===== config.mk =====
export PLATFORM = sky130hd
export DESIGN_NAME = booth_radix4_accumulator
export DESIGN_NICKNAME = d
export VERILOG_FILES = /design/src/rtl/booth_radix4_accumulator.sv
export SDC_FILE = /design/constraint.sdc
export NUM_CORES = 1
export LEC_CHECK = 0
export CAP_MARGIN = 10
export CORE_ASPECT_RATIO = 0.75
export CORE_MARGIN = 10
export CORE_UTILIZATION = 50
export CTS_BUF_LIST = sky130_fd_sc_hd__clkbuf_4
export CTS_CLUSTER_DIAMETER = 50
export DETAILED_ROUTE_END_ITERATION = 10
export GPL_ROUTABILITY_DRIVEN = 0
export PLACE_DENSITY = 0.74
export SLEW_MARGIN = 20
export SYNTH_ARGS = -nofsm -noshare
export SYNTH_HDL_FRONTEND = slang
export SYNTH_SLANG_ARGS = --single-unit
export TNS_END_PERCENT = 50

===== constraint.sdc =====
create_clock -name clk -period 6.6 [get_ports clk]
set_input_delay 1.32 -clock clk [delete_from_list [all_inputs] [get_ports clk]]
set_output_delay 1.32 -clock clk [all_outputs]
set_load 0.02 [all_outputs]

===== src/rtl/booth_radix4_accumulator.sv =====
`default_nettype none
// ============================================================================
// Module  : booth_radix4_accumulator
// Purpose : Sequential radix-4 Booth multiplier for signed operands. It works
//           with an external encoder that returns each digit in the same cycle.
// Rev     : 1.0  initial release
// ============================================================================
module booth_radix4_accumulator #(
    parameter int N = 16
) (
    input  logic             clk,
    input  logic             rst_n,
    input  logic             start,
    output logic             ready,
    input  logic [N-1:0]     a,
    input  logic [N-1:0]     b,
    output logic [2:0]       booth_x,
    input  logic [2:0]       booth_y,
    output logic [2*N-1:0]   product,
    output logic             done,
    output logic             err
);

    localparam int CW = (N / 2 > 1) ? $clog2(N / 2) : 1;
    localparam logic [CW-1:0]  LAST_IDX = CW'(N / 2 - 1);
    localparam logic [CW-1:0]  CNT_ONE  = CW'(1);
    localparam logic [2*N-1:0] PP_ONE   = (2 * N)'(1);

    localparam logic [1:0] S_IDLE = 2'd0;
    localparam logic [1:0] S_RUN  = 2'd1;
    localparam logic [1:0] S_DONE = 2'd2;

    logic [1:0]     state_q, state_d;
    logic [N:0]     bsh_q, bsh_d;
    logic [2*N-1:0] msh_q, msh_d;
    logic [2*N-1:0] acc_q, acc_d;
    logic [2*N-1:0] product_q, product_d;
    logic [CW-1:0]  cnt_q, cnt_d;
    logic           err_q, err_d;

    logic           accept;
    logic           running;
    logic           dig_neg, dig_one, dig_two;
    logic [2*N-1:0] mag;
    logic [2*N-1:0] pp;
    logic [2*N-1:0] acc_sum;

    // ------------------------------------------------------------------
    // FSM: state register
    // ------------------------------------------------------------------
    always_ff @(posedge clk or negedge rst_n) begin
        if (!rst_n) begin
            state_q <= S_IDLE;
        end else begin
            state_q <= state_d;
        end
    end

    // ------------------------------------------------------------------
    // FSM: next state
    // ------------------------------------------------------------------
    always_comb begin
        state_d = state_q;
        case (state_q)
            S_IDLE:  if (start) state_d = S_RUN;
            S_RUN:   if (cnt_q == LAST_IDX) state_d = S_DONE;
            S_DONE:  state_d = S_IDLE;
            default: state_d = S_IDLE;
        endcase
    end

    // ------------------------------------------------------------------
    // FSM: outputs
    // ------------------------------------------------------------------
    always_comb begin
        ready   = (state_q == S_IDLE);
        done    = (state_q == S_DONE);
        running = (state_q == S_RUN);
        booth_x = running ? bsh_q[2:0] : 3'b000;
    end

    assign accept  = ready & start;
    assign product = product_q;
    assign err     = err_q;

    // An illegal digit (one and two both set) falls through the 'one' branch.
    assign dig_neg = booth_y[2];
    assign dig_one = booth_y[1];
    assign dig_two = booth_y[0];

    always_comb begin
        mag = '0;
        if (dig_one) begin
            mag = msh_q;
        end else if (dig_two) begin
            mag = msh_q << 1;
        end
    end

    assign pp      = dig_neg ? ((~mag) + PP_ONE) : mag;
    assign acc_sum = acc_q + pp;

    // ------------------------------------------------------------------
    // Datapath next-state
    // ------------------------------------------------------------------
    always_comb begin
        bsh_d     = bsh_q;
        msh_d     = msh_q;
        acc_d     = acc_q;
        cnt_d     = cnt_q;
        product_d = product_q;
        err_d     = err_q;
        if (accept) begin
            bsh_d = {b, 1'b0};
            msh_d = {{N{a[N-1]}}, a};
            acc_d = '0;
            cnt_d = '0;
            err_d = 1'b0;
        end else if (running) begin
            bsh_d = {{2{bsh_q[N]}}, bsh_q[N:2]};
            msh_d = msh_q << 2;
            acc_d = acc_sum;
            cnt_d = cnt_q + CNT_ONE;
            if (dig_one && dig_two) begin
                err_d = 1'b1;
            end
            // The result register is loaded with the final sum on the way out of RUN.
            if (cnt_q == LAST_IDX) begin
                product_d = acc_sum;
            end
        end
    end

    always_ff @(posedge clk or negedge rst_n) begin
        if (!rst_n) begin
            bsh_q     <= '0;
            msh_q     <= '0;
            acc_q     <= '0;
            cnt_q     <= '0;
            product_q <= '0;
            err_q     <= 1'b0;
        end else begin
            bsh_q     <= bsh_d;
            msh_q     <= msh_d;
            acc_q     <= acc_d;
            cnt_q     <= cnt_d;
            product_q <= product_d;
            err_q     <= err_d;
        end
    end

endmodule
`default_nettype wire

==> results of run 1 <==
[cell usage after synthesis (21+ instances only)]
cell type	n	area, sq um
sky130_fd_sc_hd__a31oi_1	26	163
sky130_fd_sc_hd__nand3_1	42	210
sky130_fd_sc_hd__ha_1	41	513
sky130_fd_sc_hd__xnor2_1	26	228
sky130_fd_sc_hd__dfrtp_1	119	2980
sky130_fd_sc_hd__a21o_1	21	158
sky130_fd_sc_hd__nand2_1	170	638
sky130_fd_sc_hd__xor2_1	31	272
sky130_fd_sc_hd__a22oi_1	48	360
sky130_fd_sc_hd__nor2_1	34	128
sky130_fd_sc_hd__o21ai_0	111	556
sky130_fd_sc_hd__clkbuf_1	53	199
sky130_fd_sc_hd__a21oi_1	28	140
[worst paths after layout]
kind,end,slack (ns),depth (start not counted)
worst max-delay path,acc_q[30],0.99,16
worst min-delay path,bsh_q[16],0.48,2
worst max register to register,acc_q[30],1.87,15
worst min register to register,bsh_q[16],0.48,2
max in group asynchronous,msh_q[8],4.53,2
min in group asynchronous,product[26],0.79,1
[kinds of logic after synthesis]
kind of cell / count (synthesis)
flops: 119
simple gates: 309
fa+ha+maj: 42
buf+inv: 71
compound gates: 314
mux: 4
xor+xnor: 57
[power by group through the flow]
stage | logic (mW) | registers (mW) | clock network (mW)
CTS | 3.46 | 1.45 | 0.635
global route | 3.89 | 1.51 | 0.665
global placement | 3.37 | 1.46 | 0
floorplan | 2.48 | 1.47 | 0
finish | 3.47 | 1.45 | 0.625
detailed placement | 3.44 | 1.47 | 0
[critical path, stage by stage]
cell and delay (ns):
sky130_fd_sc_hd__clkdlybuf4s50_1 0.59, sky130_fd_sc_hd__nand2b_1 0.28, sky130_fd_sc_hd__o21ai_0 0.15, sky130_fd_sc_hd__nor4_1 0.54, sky130_fd_sc_hd__nand2_1 0.23, sky130_fd_sc_hd__o41a_1 0.47
sky130_fd_sc_hd__xor2_1 0.15, sky130_fd_sc_hd__ha_1 0.38, sky130_fd_sc_hd__nand3_1 0.21, sky130_fd_sc_hd__nor2_1 0.10, sky130_fd_sc_hd__a2111oi_2 0.42, sky130_fd_sc_hd__o21ai_1 0.13
sky130_fd_sc_hd__o221a_1 0.26, sky130_fd_sc_hd__o211a_1 0.25, sky130_fd_sc_hd__or3_1 0.33, sky130_fd_sc_hd__a32o_1 0.26
[routing by layer]
metal / up-vias / track usage [%]
li1: 3401 / -
met1: 3312 / 25.8
met2: 163 / 30.0
met3: 28 / 3.88
met4: 0 / 5.45
met5: - / 0
[registers in the layout, summed over array words and instances (netlist names)]
signal / cells
acc_q: 32
bsh_q: 17
cnt_q: 3
err: 1
msh_q: 32
product: 32
state_q: 2
[through the flow]
step	setup slack (ns)	hold WS (ns)
after floorplan	0.616	0.437
after global placement	0.641	0.452
after detailed placement	0.541	0.459
after CTS	1.10	0.487
after global routing	0.718	0.502
final	0.987	0.483
[layout make-up]
| class | instances | share of cell area (%) |
|---|---|---|
| Timing Repair Buffer | 86 | 9.26 |
| Multi-Input combinational cell | 726 | 50.4 |
| Clock inverter | 15 | 2.27 |
| Clock buffer | 17 | 1.43 |
| Tap cell | 205 | 2.88 |
| Inverter | 8 | 0.337 |
| Sequential cell | 119 | 33.4 |
==> parameters.txt, run 1 <==
Parameter                              Value

Final layout
  Fraction of final layout cells with drive strength greater than 1    6.69%
  Final cell utilization of the core    58.8%
  Total area of sequential cells    0.00298 sq mm
  Filler instances    1386
  Area delta synth->final    15.4%
  Area taken by multi-input logic gates    0.00450 sq mm
  Top library cells by usage in the layout, fill and taps aside    169 x sky130_fd_sc_hd__nand2_1, 119 x sky130_fd_sc_hd__dfrtp_1, 111 x sky130_fd_sc_hd__o21ai_0
  Most frequent standard cell in the layout excluding fill and tap cells    sky130_fd_sc_hd__nand2_1
  Cell area after layout    0.00892 sq mm
  Net count, final    1038
  Non-filler cells in the finished layout    1176
  Number of antenna repair diodes    0

Detailed routing
  Iteration-0 DRC Markers    507
  Detail Route met3 WL    1020 um
  Vias after detailed routing    6904
  Max Used Layer    met4
  Total Wirelength    19800 um
  Detail-routed net length per standard cell    16.8 um
  Remaining design rule violation count    0
  DR WL met2    9120 um
  Via-to-Cell Ratio    5.87
  First-pass iteration count of the detailed router    5
  Post-DRT Antenna Nets    0
  Met1 layer wirelength in the final routing    9400 um

Setup path
  Crit path kind    in2reg
  Category of the worst setup path launch point    primary input
  Worst endpoint data arrival time    6.07 ns
  Critical R2R Launch    msh_q[2]
  Beginning of the critical path    booth_y[0]
  Required time at the worst-slack endpoint    7.06 ns
  Endpoint type of the worst setup path    register
  Largest fanout on the critical path    11

Floorplan
  Overall die area    0.0209 sq mm
  Width of the die    164 um
  Count of pins on the block boundary    76
  Initial cell density of the core    50.9%
  Placeable core area    0.0152 sq mm
  Number of placement rows    39
  Die Height    128 um

Clocking
  CTS Hold Buffers Added    0
  Post-CTS setup buffer count    0
  Cell at the root of the clock tree    sky130_fd_sc_hd__clkbuf_4
  Clock latency on the worst-skew pair    0.56 ns
  Number of clock buffers inserted by TritonCTS    17
  Clock sink total    119
  H-tree depth    4
  Maximum clock path buffer count    2
  Clk pin slew, worst setup/hold paths    0.13 ns
  TritonCTS clock tree    done
  Cells resized by post-CTS repair    0

Min path
  Startpoint of the worst hold path    bsh_q[16]
  Path class of the lowest-slack min-delay path    reg2reg

Yosys
  Mapped Area    0.00773 sq mm
  Main combinational cell family by area after synthesis    compound AO/OA/AOI/OAI gates
  Average footprint of a synthesized cell    8.43 sq um
  Total of warnings raised by yosys    0
  Number of distinct library cell variants in the gate-level netlist after synthesis    68
  Compound-cell area share of the yosys netlist    25.8%
  Number of flops mapped to enable cells by yosys    0
  Adder and majority cell fraction of the synthesized area    6.90%
  Xor and xnor area share after synthesis    6.46%
  Sequential fraction of the synthesis area    38.5%
  Most used flip-flop cell after synthesis    sky130_fd_sc_hd__dfrtp_1
  Share of synthesized flip-flops with an asynchronous set or reset    100%
  Syn nets    996
  Simple-gate share of the synthesized area    18.1%
  Synth Register Bits    119
  Mux share of post-synthesis cell area    0.551%
  Cell count after synthesis    916

Power and ir drop
  PnR Total Power    5.55 mW
  Power per cell area    623 mW/mm^2
  Gate power share    62.5%
  Standby leakage power    3.87 nW
  Internal Dissipation    2.85 mW
  Clk network pwr share    11.3%
  Seq pwr share    26.2%
  Switching Fraction    48.7%
  Peak supply drop    0.000260 V
  Net switching power    2.70 mW

Timing
  Finish-stage setup viols    0
  Shortest period the worst path allows    5.61 ns
  Skew final    0.0190 ns
  Slew at the pin closest to its max-slew limit    0.844 ns
  Portion of the clock cycle consumed by the worst path in the final layout    85.0%
  Final number of hold-violating endpoints    0
  Highest achievable clock rate    178 MHz
  Headroom to the max-slew limit    43.7%
  Setup TNS    0 ns
  RSZ-0062 raised after global routing    no
  Final number of max-transition violations    0

GRT
  Global Route Usage Sum    19.0%
  First-pass GRT wire length    33100 um
  Grt total ovfl    0
  Number of global-route vias before repair    6543
  Largest net degree at the start of global routing    85
  Initial antenna violation count    0

Placed design
  Count of port buffers added during placement    75
  Number of placed instances with taps included    1144
  HPWL reported at the end of detailed placement    13900 um
  Placement-stage cell area    0.00858 sq mm

Status
  Run status    completed

Run
  Max cap viols    0
(Power assumes the default switching activity.)
==> run 2, diff against run 1 <==
- CTS_CLUSTER_DIAMETER: 50 -> not set
==> results of run 2 <==
No change in the layout: final DEF, timing and power equal those of run 1.
==> run 3, diff against run 2 <==
- SETUP_SLACK_MARGIN: not set -> 0.15
==> results of run 3 <==
No change in the layout: final DEF, timing and power equal those of run 1.
